[config.mk]
export PLATFORM = sky130hd
export DESIGN_NAME = l1_bus_unit
export DESIGN_NICKNAME = d
export VERILOG_FILES = /design/src/rtl/l1_bus_unit_pkg.sv /design/src/rtl/l1_bus_unit.sv
export SDC_FILE = /design/constraint.sdc
export NUM_CORES = 1
export LEC_CHECK = 0
export CORE_MARGIN = 1.5
export CORE_UTILIZATION = 35
export DETAILED_ROUTE_END_ITERATION = 12
export GPL_TIMING_DRIVEN = 0
export PLACE_DENSITY = 0.73
export SLEW_MARGIN = 20
export SYNTH_ARGS = -nofsm -noshare
export SYNTH_HDL_FRONTEND = slang
export SYNTH_SLANG_ARGS = --single-unit
[constraint.sdc]
create_clock -name clk -period 2.5 [get_ports clk]
set_input_delay 0.5 -clock clk [delete_from_list [all_inputs] [get_ports clk]]
set_output_delay 0.5 -clock clk [all_outputs]
set_load 0.01 [all_outputs]
[src/rtl/l1_bus_unit_pkg.sv]
// Shared CPU bus definitions: bus-unit FSM states, access size codes and the
// beat-index width helper used by the L1 bus unit.
package l1_bus_unit_pkg;

    typedef enum logic [2:0] {
        ST_IDLE = 3'd0,
        ST_WT   = 3'd1,
        ST_RD   = 3'd2,
        ST_LINE = 3'd3,
        ST_DONE = 3'd4
    } bus_state_e;

    localparam logic [3:0] SZ_B = 4'd1;
    localparam logic [3:0] SZ_H = 4'd2;
    localparam logic [3:0] SZ_W = 4'd4;
    localparam logic [3:0] SZ_D = 4'd8;

    localparam int BEAT_BYTES = 8;

    function automatic int beat_idx_w(input int line_bytes);
        return $clog2(line_bytes / BEAT_BYTES);
    endfunction

endpackage

[src/rtl/l1_bus_unit.sv]
// L1 bus unit: runs one arbitrated write-through, single read or line fill on the
// req/ack master bus and closes it with exactly one trans_rdy or bus_error pulse.
module l1_bus_unit
    import l1_bus_unit_pkg::*;
#(
    parameter int LINE_BYTES = 64,
    parameter int TIMEOUT    = 1023
) (
    input  logic        clk,
    input  logic        rst,
    input  logic        write_through_req,
    input  logic        read_req,
    input  logic        read_line_req,
    input  logic [3:0]  size,
    input  logic [63:0] pa,
    input  logic [63:0] wt_data,
    output logic [63:0] line_data,
    output logic [10:0] addr_count,
    output logic        line_write,
    output logic        cache_entry_write,
    output logic        trans_rdy,
    output logic        bus_error,
    output logic        m_req,
    output logic        m_we,
    output logic [63:0] m_addr,
    output logic [3:0]  m_size,
    output logic [63:0] m_wdata,
    input  logic [63:0] m_rdata,
    input  logic        m_ack,
    input  logic        m_err
);

    localparam int                BEAT_W    = beat_idx_w(LINE_BYTES);
    localparam int                TMO_W     = $clog2(TIMEOUT + 1);
    localparam logic [BEAT_W-1:0] LAST_BEAT = BEAT_W'(LINE_BYTES / BEAT_BYTES - 1);
    localparam logic [TMO_W-1:0]  TMO_LIM   = TMO_W'(TIMEOUT);
    localparam logic [63:0]       LINE_MASK = ~(64'(LINE_BYTES) - 64'd1);

    bus_state_e        r_state;
    logic [BEAT_W-1:0] r_beat;
    logic [TMO_W-1:0]  r_tmo;
    logic              r_m_req;
    logic              r_m_we;
    logic [63:0]       r_m_addr;
    logic [3:0]        r_m_size;
    logic [63:0]       r_m_wdata;
    logic [63:0]       r_line_data;
    logic [10:0]       r_addr_count;
    logic              r_line_write;
    logic              r_cache_entry_write;
    logic              r_trans_rdy;
    logic              r_bus_error;

    bus_state_e        w_state_nx;
    logic [BEAT_W-1:0] w_beat_nx;
    logic [TMO_W-1:0]  w_tmo_nx;
    logic              w_m_req_nx;
    logic              w_m_we_nx;
    logic [63:0]       w_m_addr_nx;
    logic [3:0]        w_m_size_nx;
    logic [63:0]       w_m_wdata_nx;
    logic [63:0]       w_line_data_nx;
    logic [10:0]       w_addr_count_nx;
    logic              w_line_write_nx;
    logic              w_cache_entry_write_nx;
    logic              w_trans_rdy_nx;
    logic              w_bus_error_nx;

    logic              w_tmo_hit;
    logic              w_fail;
    logic              w_ack;

    // An ack arriving in the expiry cycle still counts; m_err beats a simultaneous ack.
    assign w_tmo_hit = r_m_req && (r_tmo == TMO_LIM) && !m_ack;
    assign w_fail    = r_m_req && (m_err || w_tmo_hit);
    assign w_ack     = r_m_req && m_ack && !m_err;

    // Next-state and next-output decode for the transaction FSM.
    always_comb begin
        w_state_nx             = r_state;
        w_beat_nx              = r_beat;
        w_tmo_nx               = r_tmo;
        w_m_req_nx             = r_m_req;
        w_m_we_nx              = r_m_we;
        w_m_addr_nx            = r_m_addr;
        w_m_size_nx            = r_m_size;
        w_m_wdata_nx           = r_m_wdata;
        w_line_data_nx         = r_line_data;
        w_addr_count_nx        = r_addr_count;
        w_line_write_nx        = 1'b0;
        w_cache_entry_write_nx = 1'b0;
        w_trans_rdy_nx         = 1'b0;
        w_bus_error_nx         = 1'b0;

        if (r_m_req && (r_tmo != TMO_LIM)) begin
            w_tmo_nx = r_tmo + TMO_W'(1'b1);
        end else begin
            w_tmo_nx = r_tmo;
        end

        case (r_state)
            ST_IDLE: begin
                if (write_through_req) begin
                    w_state_nx   = ST_WT;
                    w_m_req_nx   = 1'b1;
                    w_m_we_nx    = 1'b1;
                    w_m_addr_nx  = pa;
                    w_m_size_nx  = size;
                    w_m_wdata_nx = wt_data;
                    w_tmo_nx     = '0;
                    w_beat_nx    = '0;
                end else if (read_line_req) begin
                    w_state_nx   = ST_LINE;
                    w_m_req_nx   = 1'b1;
                    w_m_we_nx    = 1'b0;
                    w_m_addr_nx  = pa & LINE_MASK;
                    w_m_size_nx  = SZ_D;
                    w_m_wdata_nx = wt_data;
                    w_tmo_nx     = '0;
                    w_beat_nx    = '0;
                end else if (read_req) begin
                    w_state_nx   = ST_RD;
                    w_m_req_nx   = 1'b1;
                    w_m_we_nx    = 1'b0;
                    w_m_addr_nx  = pa;
                    w_m_size_nx  = size;
                    w_m_wdata_nx = wt_data;
                    w_tmo_nx     = '0;
                    w_beat_nx    = '0;
                end else begin
                    w_state_nx = ST_IDLE;
                end
            end
            ST_WT: begin
                if (w_fail) begin
                    w_state_nx     = ST_DONE;
                    w_m_req_nx     = 1'b0;
                    w_bus_error_nx = 1'b1;
                end else if (w_ack) begin
                    w_state_nx     = ST_DONE;
                    w_m_req_nx     = 1'b0;
                    w_trans_rdy_nx = 1'b1;
                    w_tmo_nx       = '0;
                end else begin
                    w_state_nx = ST_WT;
                end
            end
            ST_RD: begin
                if (w_fail) begin
                    w_state_nx     = ST_DONE;
                    w_m_req_nx     = 1'b0;
                    w_bus_error_nx = 1'b1;
                end else if (w_ack) begin
                    w_state_nx      = ST_DONE;
                    w_m_req_nx      = 1'b0;
                    w_trans_rdy_nx  = 1'b1;
                    w_line_data_nx  = m_rdata;
                    w_addr_count_nx = 11'd0;
                    w_tmo_nx        = '0;
                end else begin
                    w_state_nx = ST_RD;
                end
            end
            ST_LINE: begin
                if (w_fail) begin
                    w_state_nx     = ST_DONE;
                    w_m_req_nx     = 1'b0;
                    w_bus_error_nx = 1'b1;
                end else if (w_ack) begin
                    w_line_data_nx  = m_rdata;
                    w_addr_count_nx = {{(11 - BEAT_W){1'b0}}, r_beat};
                    w_line_write_nx = 1'b1;
                    w_tmo_nx        = '0;
                    if (r_beat == LAST_BEAT) begin
                        w_state_nx             = ST_DONE;
                        w_m_req_nx             = 1'b0;
                        w_trans_rdy_nx         = 1'b1;
                        w_cache_entry_write_nx = 1'b1;
                    end else begin
                        w_state_nx  = ST_LINE;
                        w_beat_nx   = r_beat + BEAT_W'(1'b1);
                        w_m_addr_nx = r_m_addr + 64'd8;
                    end
                end else begin
                    w_state_nx = ST_LINE;
                end
            end
            ST_DONE: begin
                // Absorbs the cycle in which the mux drops its grant.
                w_state_nx = ST_IDLE;
            end
            default: begin
                w_state_nx = ST_IDLE;
                w_m_req_nx = 1'b0;
            end
        endcase
    end

    // State, counters and all bus/cache outputs registered together.
    always_ff @(posedge clk) begin
        if (rst) begin
            r_state             <= ST_IDLE;
            r_beat              <= '0;
            r_tmo               <= '0;
            r_m_req             <= 1'b0;
            r_m_we              <= 1'b0;
            r_m_addr            <= 64'd0;
            r_m_size            <= 4'd0;
            r_m_wdata           <= 64'd0;
            r_line_data         <= 64'd0;
            r_addr_count        <= 11'd0;
            r_line_write        <= 1'b0;
            r_cache_entry_write <= 1'b0;
            r_trans_rdy         <= 1'b0;
            r_bus_error         <= 1'b0;
        end else begin
            r_state             <= w_state_nx;
            r_beat              <= w_beat_nx;
            r_tmo               <= w_tmo_nx;
            r_m_req             <= w_m_req_nx;
            r_m_we              <= w_m_we_nx;
            r_m_addr            <= w_m_addr_nx;
            r_m_size            <= w_m_size_nx;
            r_m_wdata           <= w_m_wdata_nx;
            r_line_data         <= w_line_data_nx;
            r_addr_count        <= w_addr_count_nx;
            r_line_write        <= w_line_write_nx;
            r_cache_entry_write <= w_cache_entry_write_nx;
            r_trans_rdy         <= w_trans_rdy_nx;
            r_bus_error         <= w_bus_error_nx;
        end
    end

    assign line_data         = r_line_data;
    assign addr_count        = r_addr_count;
    assign line_write        = r_line_write;
    assign cache_entry_write = r_cache_entry_write;
    assign trans_rdy         = r_trans_rdy;
    assign bus_error         = r_bus_error;
    assign m_req             = r_m_req;
    assign m_we              = r_m_we;
    assign m_addr            = r_m_addr;
    assign m_size            = r_m_size;
    assign m_wdata           = r_m_wdata;

endmodule

### After elaboration in Yosys (flattened, before gate mapping)

Cells that the tools add are included.

| cells by class | value |
|---|---|
| $add $sub $neg | 3 |
| eq/ne operators | 16 |
| muxes and demuxes | 62 |
| bitwise logic cells | 4 |
| reduce and logical (&&, ||, !) cells | 23 |

Operator list:

| cell | number |
|---|---|
| $mux W64 | 9 |
| $pmux W64 S2 | 1 |
| $add A64 B4 Y64 const B | 1 |
| $mux W10 | 6 |
| $mux W11 | 4 |
| $mux W3 | 13 |
| $pmux W11 S2 | 1 |
| $pmux W10 S2 | 1 |
| $mux W1 | 17 |
| $reduce_and A5 Y1 | 3 |
| $mux W4 | 3 |
| $pmux W3 S4 | 1 |
| $add A10 B1 Y10 const B | 1 |
| $eq A10 B10 Y1 const B | 1 |
| $ne A10 B10 Y1 const B | 1 |
| $ne A2 B2 Y1 const B | 5 |
| $reduce_or A2 Y1 | 4 |
| $eq A3 B2 Y1 const B | 2 |
| $eq A3 B3 Y1 const B | 2 |
| $logic_and A1 B1 Y1 | 6 |
| $mux W2 | 3 |
| $ne A3 B3 Y1 const B | 2 |
| $pmux W3 S2 | 1 |
| $ne A4 B4 Y1 const B | 1 |
| 14 further kinds | 19 |

| storage, ports and cells | value |
|---|---|
| register bits | 229 |
| input bits | 203 |
| output and inout port bits | 213 |
| word-level logic and storage cells | 122 |

### Depth between registers and ports, before layout

Gate-level depths: netlist (run 1).

| depth | value |
|---|---|
| depth in word-level cells | 7 |
| depth in mapped cells | 10 |

### Least setup slack after synthesis (run 1)

OpenSTA, ideal clock, no wires.

| path | value |
|---|---|
| kind | register to register |
| start | reg r_m_addr[3], in the netlist m_addr[3] |
| end | reg r_m_addr[23], in the netlist m_addr[23] |
| setup time | 0.117 ns |
| data arrival time | 2.094 ns |
| required time | 2.383 ns |
| setup slack | 0.289 ns |
| stages on the path, launching flop included | 8 |
| period minus slack after synthesis | 2.211 ns |
| cells stage by stage | dfxtp_1 ha_1 nand3_1 or4_4 nor2_1 nand4_1 a21o_1 a32o_1 |

| between the ends | value |
|---|---|
| longest elaborated chain between the ends | 5 |

RTL lines:

| element | RTL line | text |
|---|---|---|
| from (decl) | l1_bus_unit.sv:44 | `logic [63:0] r_m_addr;` |
| from (signal assigned) | l1_bus_unit.sv:222 | `r_m_addr <= w_m_addr_nx;` |
| $add A64 B4 Y64 | l1_bus_unit.sv:182 | `w_m_addr_nx = r_m_addr + 64'd8;` |
| $mux W64 | l1_bus_unit.sv:174 | `if (r_beat == LAST_BEAT) begin` |
| $mux W64 | l1_bus_unit.sv:169 | `end else if (w_ack) begin` |
| $mux W64 | l1_bus_unit.sv:165 | `if (w_fail) begin` |
| $pmux W64 S2 | l1_bus_unit.sv:101 | `case (r_state)` |

No other way between the ends. The select of a mux whose other input is x is not followed.
A chain may end at the register's enable or synchronous reset.

### Worst setup path in the final report (run 1)

| path | value |
|---|---|
| start | reg r_m_addr[4], in the netlist m_addr[4] |
| end | reg r_m_addr[23], in the netlist m_addr[23] |

The elaborated chain is that of the path after synthesis.

==> run_results.csv, run 1 <==
group,metric,value,unit
yosys,synth_edf_count,0,
grt,grt-busiest-layer,"met2",
finish,final_common_cell,"clkdlybuf4s50_1",
grt,grt_util_met2,0.443,
drt,vias,11400,
yosys,synth-simple-area-share,0.284,
grt,use_met1,0.341,
power,leakagePower,0.00554,uW
yosys,synth_compound_area_frac,0.195,
critical_path,critPathArrivalTime,2.84,ns
drt,wl_per_cell,19.6,um
critical_path,start_kind,"register",
yosys,syn_area,0.00984,mm^2
timing,drv_slew,0,
critical_path,crit_required,2.92,ns
grt,grt_usage,0.275,
power,vdd_drop_max,0.512,mV
floorplanning,die_area,0.0291,mm^2
critical_path,crit_type,"reg2reg",
outcome,status,"finished clean",
timing,slew_headroom,0.455,
timing,tns,0,ns
finish,syn_to_final_growth,56.4,%
grt,grt_overflow,0,
drt,wl,41700,um
clocking,cts-hold-fix-buffers,0,
place,port_buffers,406,
yosys,yosysSeqAreaShare,0.450,
clocking,clkTransAtPathRegs,0.06,ns
clocking,clkLatencyLatePin,0.54,ns
place,hpwl,31200,um
place,dpl_worst_slack,-0.806,ns
clocking,clock_path_buffers,3,
critical_path,cp-end-kind,"register",
finish,final_nets,1935,
grt,grt_max_degree,14,
timing,min_period_over_period,0.967,
clocking,cts_made_buffers,26,
drt,drc,0,
yosys,synth_top_family_by_area,"simple AND/OR/NAND/NOR gates",
finish,layout_common_cells,"clkdlybuf4s50_1, nand2_1, dfxtp_1",
floorplanning,die_w,171,um
floorplanning,start_util,0.355,
critical_path,worstPathMaxFanout,5,
timing,fmax,414,MHz
finish,final_layout_size_suffix_gt1_frac,0.0676,
clocking,cts.sink_count,221,
timing,finalHoldWorstSlack,0.453,ns
timing,tightest_slew,0.818,ns
timing,setup_viol,0,
yosys,ys_types,71,
drt,drtIter0Drc,1003,
finish,fill_cells,2584,
grt,antenna_found_initial,3,
timing,skew,0.0157,ns
clocking,htreeDepth,1,
floorplanning,rows,61,
drt,routed_via_density,5.38,
yosys,synth-main-ff-cell,"dfxtp_1",
grt,grt_pass1_wl,61500,um
clocking,tritoncts,"done",
yosys,yosysWarnings,0,
clocking,root_buffer,"clkbuf_16",
drt,drtPass1Iterations,5,
timing,worst_slack,0.0818,ns
place,place.gp.congestion,0.981,
yosys,synth_mux_area_frac,0.0104,
yosys,yosys_register_bits,221,
floorplanning,pin_count,416,
grt,met3_usage,0.0812,
grt,grt_pass1_vias,10700,
job,maxCapViolations,0,
yosys,synth-xor-area-share,0.00712,
min_path,min_path_type,"reg2reg",
floorplanning,fp.dieH,171,um
drt,drtAntennaViolNets,0,
floorplanning,core_area,0.0277,mm^2
timing,finalHoldViolations,0,
timing,rsz0062_at_grt,"true",
yosys,avgSynthCellArea,7.66,um^2
power,powerDensity,728,mW/mm^2
yosys,async_flop_share,0,
yosys,synth-adder-area-share,0.00509,
yosys,synth_cells,1284,
timing,timing.final.crit_period,2.42,ns
-- per-layer routing --
metal	part of all wire	vias to the layer above
met3	0.11	115
met2	0.46	633
met5	0.00031	-
met4	0.039	2
met1	0.38	5284
li1	-	5404
-- Yosys cell counts (all sizes together) (4+ instances only) --
master	n	area, um^2
inv	10	37.5
and2	5	31.3
a22oi	9	67.6
mux2i	8	80.1
o211ai	5	37.5
dfxtp	221	4420
a21oi	181	910
nor4	24	171
o31ai	10	75.1
a32o	8	80.1
nand4	29	215
a22o	6	52.6
nand3	45	230
a31oi	17	106
nor3	28	161
o22ai	9	56.3
o21ai	50	250
or4	5	45.0
buf	33	176
a211oi	7	52.6
and4	6	55.1
a21o	4	30.0
nand2b	5	31.3
nor2	79	299
or3	10	62.6
ha	4	50.1
xnor2	7	61.3
clkbuf	68	256
nor3b	4	30.0
nand2	324	1220
and3	27	169
-- worst paths after layout --
path	cells after the start	slack, ns	startpoint	endpoint
setup reg to reg	7	0.08	m_addr[4]	m_addr[23]
hold / removal	2	0.45	m_wdata[56]	m_wdata[56]
setup / recovery	7	0.08	m_addr[4]	m_addr[23]
hold reg to reg	2	0.45	m_wdata[56]	m_wdata[56]
-- layout make-up --
cell class / count / area [um^2] / area share
sequential: 221 / 4430 / 0.288
multi-input combinational: 959 / 5030 / 0.327
tap: 378 / 473 / 0.0307
clock inverter: 12 / 93.8 / 0.00610
timing repair buffer: 411 / 4100 / 0.267
clock buffer: 34 / 752 / 0.0489
inverter: 10 / 37.5 / 0.00244
buffer: 99 / 464 / 0.0302
antenna: 1 / 2.50 / 0.000163
-- through the flow --
step,util,std cells,power (uW),area [um^2]
2_1_floorplan,-,1291,5680,9860
3_3_place_gp,0.520,2075,7360,14400
3_5_place_dp,0.520,2075,7390,14400
4_1_cts,0.552,2121,11200,15300
5_1_grt,0.555,2124,11700,15400
6_report,0.555,2125,11200,15400
-- state kept, by name, indices dropped and copies added (netlist names) --
| name | flops |
|---|---|
| m_wdata | 64 |
| r_beat | 3 |
| addr_count | 3 |
| bus_error | 1 |
| line_write | 1 |
| m_addr | 64 |
| trans_rdy | 1 |
| r_tmo | 10 |
| r_state | 3 |
| m_size | 4 |
| cache_entry_write | 1 |
| m_req | 1 |
| line_data | 64 |
| m_we | 1 |
-- worst max-delay path, stage by stage, from the launching register on --
cell and delay, ns:
dfxtp_1 0.46, ha_2 0.27, nand3_2 0.16, or4_4 0.60, nor2_1 0.21, nand4_1 0.16, a21o_1 0.20, a32o_1 0.25
-- report_power, final --
part	leakage, uW	internal (uW)	switching (uW)
sequential	0.00181	3900	426
combinational	0.00331	1430	1660
clock	0.000421	2210	1560
-- logic make-up (layout without fill, tap and decap cells) --
logic type      count (synthesis)  after routing
fa+ha+maj                       4              4
buf+inv                       111            566
flops                         221            221
xor+xnor                        8              8
other cells                     1              9
compound gates                328            328
simple gates                  601            601
mux                            10             10
-- timing repair --
| action | 4_1_cts | 5_1_grt |
|---|---|---|
| gates resized for setup | 18 | 24 |
| pin swaps | 1 | 2 |
| buffers inserted | 0 | 5 |
| endpoints found under the setup margin | 53 | 162 |
Power figures use the tool's default switching activity.
==> run 2, diff against run 1 <==
--- a/config.mk
+++ b/config.mk
@@ -6,9 +6,11 @@
 export NUM_CORES = 1
 export LEC_CHECK = 0
+export CELL_PAD_IN_SITES_DETAIL_PLACEMENT = 0
+export CELL_PAD_IN_SITES_GLOBAL_PLACEMENT = 1
 export CORE_MARGIN = 1.5
-export CORE_UTILIZATION = 35
+export CORE_UTILIZATION = 30
 export DETAILED_ROUTE_END_ITERATION = 12
 export GPL_TIMING_DRIVEN = 0
-export PLACE_DENSITY = 0.73
+export PLACE_DENSITY = 0.86
 export SLEW_MARGIN = 20
 export SYNTH_ARGS = -nofsm -noshare
==> constraint.sdc (replaced) <==
create_clock -name clk -period 2.5 [get_ports clk]
set_input_delay 0.5 -clock clk [delete_from_list [all_inputs] [get_ports clk]]
set_output_delay 0.5 -clock clk [all_outputs]
set_load 0.1 [all_outputs]
==> run_results.csv, run 2 (synthesis gave the netlist of run 1 again) <==
group,metric,value,unit
critical_path,crit_end,"m_addr[43]",
critical_path,cp_num_cells,1,
place,port_buffers,406,
drt,routed_via_density,5.23,
clocking,htreeDepth,1,
timing,fmax,408,MHz
clocking,tritoncts,"done",
floorplanning,rows,66,
drt,route.met3.wl,4520,um
drt,drtIter0Drc,822,
floorplanning,core_area,0.0324,mm^2
grt,grt_overflow,0,
timing,setup_viol,0,
timing,drv_slew,0,
critical_path,crit_family,"buffers and inverters",
finish,final_nets,1934,
drt,wl_per_cell,19.9,um
critical_path,rrSetupSlack,0.09,ns
finish,layout_common_cells,"nand2_1, dlygate4sd2_1, clkdlybuf4s50_1",
critical_path,slowest_stage,"dlygate4sd2_1",
finish,fill_cells,3293,
critical_path,r2r-start,"r_beat[0]",
job,maxCapViolations,0,
place,place.gp.congestion,0.934,
place,hpwl,32600,um
timing,min_period_over_period,0.981,
grt,antenna_found_initial,2,
grt,grt_max_degree,13,
critical_path,crit_required,2.00,ns
power,leakagePower,0.00647,uW
finish,antennaDiodeCount,0,
drt,drt-met1-wl,17700,um
grt,grt_usage,0.247,
critical_path,crit_start,"m_addr[43]",
critical_path,critPathArrivalTime,1.95,ns
timing,tns,0,ns
clocking,clkTransAtPathRegs,0.06,ns
outcome,status,"finished clean",
finish,final_layout_size_suffix_gt1_frac,0.0956,
min_path,min_path_type,"reg2reg",
grt,grt_pass1_wl,64500,um
critical_path,max_stage_delay,0.91,ns
place,numPlacedInstances,2139,
clocking,cts.sink_count,221,
timing,skew,0.0160,ns
critical_path,r2r_end,"m_addr[52]",
critical_path,cp-end-kind,"output pin",
finish,syn_to_final_growth,56.2,%
finish,final_common_cell,"nand2_1",
timing,finalHoldViolations,0,
power,vdd_drop_max,0.548,mV
clocking,clock_path_buffers,3,
power,powerDensity,908,mW/mm^2
timing,slew_headroom,0.257,
finish,fin_cells,2188,
floorplanning,pin_count,416,
critical_path,path_cells,"dlygate4sd2_1",
critical_path,rr_worst_depth,7,
drt,wl,43600,um
critical_path,crit_type,"reg2out",
drt,drtAntennaViolNets,0,
timing,tightest_slew,1.12,ns
floorplanning,die_area,0.0339,mm^2
floorplanning,fp.dieH,184,um
clocking,cts_made_buffers,26,
timing,rsz0062_at_grt,"false",
floorplanning,die_w,184,um
drt,vias,11500,
clocking,clkLatencyLatePin,0.54,ns
drt,dr_wl_met2,19800,um
critical_path,worstPathMaxFanout,8,
floorplanning,start_util,0.304,
timing,timing.final.crit_period,2.45,ns
critical_path,path_buf_inv,1,
critical_path,start_kind,"register",
drt,drc,0,
drt,dr.max_layer_used,"met5",
clocking,root_buffer,"clkbuf_16",
drt,drtPass1Iterations,5,
grt,grt_pass1_vias,11000,
==> run 2: changes by cell type in the layout (fill, tap and decap cells not counted), moves of 3 or more <==
cell,change
clkinv_2,-4
clkbuf_8,+5
dfxtp_2,+41
clkdlybuf4s50_1,-205
clkbuf_1,-4
clkbuf_2,+6
dfxtp_1,-43
bufinv_16,+3
buf_2,-5
dlygate4sd2_1,+202
==> run 2: area by class of cell <==
| type | instances | area, um^2 | share of cell area |
|---|---|---|---|
| Timing Repair Buffer | 410 | 3850 | 0.250 |
| Clock inverter | 9 | 149 | 0.00969 |
| Clock buffer | 38 | 817 | 0.0532 |
| Tap cell | 442 | 553 | 0.0360 |
| Sequential cell | 221 | 4480 | 0.292 |
| Inverter | 10 | 37.5 | 0.00244 |
| Buffer | 99 | 477 | 0.0310 |
| Multi-Input combinational cell | 959 | 5000 | 0.326 |
==> run 2: worst register-to-register path, stage by stage (launching register included) <==
cell	delay, ns
dfxtp_1	0.35
ha_1	0.21
ha_1	0.22
or2_2	0.33
nor3_2	0.52
nand2_1	0.14
or4_1	0.41
a31oi_1	0.16
==> run 2: per-stage QoR <==
step	setup slack [ns]	power (uW)	utilization	hold slack (ns)	instance area, um^2
floorplan	0.0344	8200	-	0.448	9920
global placement	-0.744	9910	0.449	0.440	14500
detailed placement	-0.806	9940	0.449	0.443	14500
CTS	0.000204	14000	0.472	0.449	15300
global route	0.00386	14500	0.475	0.466	15400
finish	0.0473	13900	0.475	0.447	15400
==> run 2: timing repair <==
action                                  in CTS  in global routing
pin swaps                                    0                  2
setup buffers                                0                  4
cloned                                       0                  0
hold buffers                                 0                  0
endpoints found under the setup margin     253                152
gates resized for setup                    220                 33
==> run 2: worst min path at each step <==
| stage | start | to | slack (ns) | cells after the start |
|---|---|---|---|---|
| after CTS | m_size[1] | m_size[1] | 0.45 | 2 |
| after floorplan | r_beat[1] | r_beat[1] | 0.45 | 2 |
| after detailed placement | m_size[1] | m_size[1] | 0.44 | 2 |
| after global placement | m_size[1] | m_size[1] | 0.44 | 2 |
| after global routing | line_data[21] | line_data[21] | 0.47 | 2 |
| final | m_size[1] | m_size[1] | 0.45 | 2 |
==> run 2: report_power, final <==
group,internal (uW),leakage (uW),switching (uW)
Combinational,1180,0.00417,4170
Clock,2660,0.000482,1580
Sequential,3930,0.00182,414
Total,7780,0.00647,6170
==> run 2: metal layers <==
metal	GRT usage	up-vias
li1	-	5393
met1	0.308	5332
met2	0.403	616
met3	0.0699	110
met4	0.0970	2
met5	0	-
==> run 3, diff against run 2 <==
Settings changed: CORE_UTILIZATION 30 to 25, PLACE_DENSITY 0.86 to 0.74, SKIP_LAST_GASP set to 1.
==> run_results.csv, run 3 (synthesis gave the netlist of run 1 again) <==
group,metric,value,unit
grt,grt_max_degree,13,
place,port_buffers,406,
finish,final_layout_size_suffix_gt1_frac,0.0934,
floorplanning,rows,72,
drt,drtPass1Iterations,5,
floorplanning,start_util,0.254,
finish,final_nets,1934,
timing,worst_slack,0.0472,ns
power,leakagePower,0.00642,uW
drt,wl,45200,um
timing,slew_headroom,0.254,
power,p_clk_frac,0.305,
drt,vias,11300,
clocking,tritoncts,"done",
clocking,cts.sink_count,221,
power,switching_share,0.444,
timing,skew,0.0212,ns
power,total_power,14000,uW
drt,drtAntennaViolNets,0,
drt,drc,0,
finish,syn_to_final_growth,57.0,%
finish,antennaDiodeCount,0,
finish,final_common_cell,"nand2_1",
timing,min_period_over_period,0.981,
power,powerDensity,904,mW/mm^2
power,vdd_drop_max,0.628,mV
place,hpwl,33900,um
clocking,root_buffer,"clkbuf_16",
min_path,min_path_type,"reg2reg",
floorplanning,die_w,201,um
timing,rsz0062_at_grt,"true",
timing,setup_viol,0,
critical_path,crit_required,2.96,ns
finish,final_util,0.399,
grt,grt_pass1_vias,10900,
timing,fmax,408,MHz
power,p_seq_frac,0.311,
place,numPlacedInstances,2215,
grt,grt_overflow,0,
timing,drv_slew,0,
critical_path,worstPathMaxFanout,10,
critical_path,critPathArrivalTime,2.91,ns
clocking,htreeDepth,1,
drt,drtIter0Drc,857,
place,dpl_worst_slack,-0.875,ns
outcome,status,"finished clean",
timing,timing.final.crit_period,2.45,ns
grt,grt_pass1_wl,66800,um
critical_path,start_kind,"input port",
floorplanning,fp.dieH,201,um
critical_path,cp-end-kind,"register",
power,power.switching,6200,uW
finish,layout_common_cells,"nand2_1, clkdlybuf4s50_1, dlygate4sd2_1",
drt,routed_via_density,4.97,
clocking,clock_path_buffers,3,
critical_path,crit_type,"in2reg",
clocking,clkTransAtPathRegs,0.06,ns
timing,tightest_slew,1.12,ns
finish,fin_cells,2264,
place,placed_area,0.0146,mm^2
job,maxCapViolations,0,
timing,finalHoldViolations,0,
power,p_comb_frac,0.384,
drt,wl_per_cell,19.9,um
finish,stdcell_area,0.0154,mm^2
grt,grt_usage,0.213,
clocking,clkLatencyLatePin,0.55,ns
floorplanning,die_area,0.0405,mm^2
clocking,cts_made_buffers,27,
grt,antenna_found_initial,1,
floorplanning,core_area,0.0387,mm^2
floorplanning,pin_count,416,
power,p_int,7760,uW
place,place.gp.congestion,0.928,
[run 3: power by group through the flow]
| stage | Clock (uW) | Combinational (uW) | Sequential, uW |
|---|---|---|---|
| finish | 4250 | 5360 | 4340 |
| detailed placement | 0 | 5560 | 4410 |
| CTS | 4350 | 5350 | 4330 |
| global placement | 0 | 5550 | 4400 |
| global route | 4460 | 5620 | 4390 |
| floorplan | 0 | 1280 | 6910 |
[run 3: area by class of cell]
cell class | instances | area (um^2)
Buffer | 100 | 474
Clock buffer | 39 | 812
Clock inverter | 9 | 148
Fill cell | 4038 | 23300
Inverter | 10 | 37.5
Multi-Input combinational cell | 959 | 5020
Sequential cell | 221 | 4480
Tap cell | 518 | 648
Timing Repair Buffer | 408 | 3820
[run 3: final timing paths]
kind | slack, ns | depth (start not counted) | end | start
worst min-delay path | 0.45 | 2 | line_data[48] | line_data[48]
worst min register to register | 0.45 | 2 | line_data[48] | line_data[48]
worst max register to register | 0.12 | 6 | m_addr[56] | m_addr[28]
worst max-delay path | 0.05 | 9 | m_addr[8] | write_through_req
[run 3: through the flow]
stage               setup TNS [ns]  hold WS, ns
floorplan                        0        0.448
global placement            -91.00        0.441
detailed placement          -93.92        0.446
CTS                        -0.0366        0.451
global route               -0.0187        0.461
finish                           0        0.448
[run 3: repair_timing]
action,4_1_cts,5_1_grt
resized for setup,223,36
setup buffers,0,2
hold buffers,0,0
endpoints found under the hold margin,0,0
setup endpoints to repair,257,169
pin swaps,1,2
[run 3: routing by layer]
metal  GRT usage  vias up  wire [um]
met2       0.352      507      20700
met5           0        -          0
met1       0.269     5249      19100
met3      0.0520      103       3670
met4      0.0768        0       1720
li1            -     5397          -
[run 3: critical path, stage by stage]
cell and delay (ns):
clkdlybuf4s50_1 0.48, or3_1 0.43, and2_1 0.17, buf_2 0.19
a21oi_2 0.14, buf_4 0.24, clkbuf_2 0.39, o21ai_0 0.18
a21oi_1 0.17
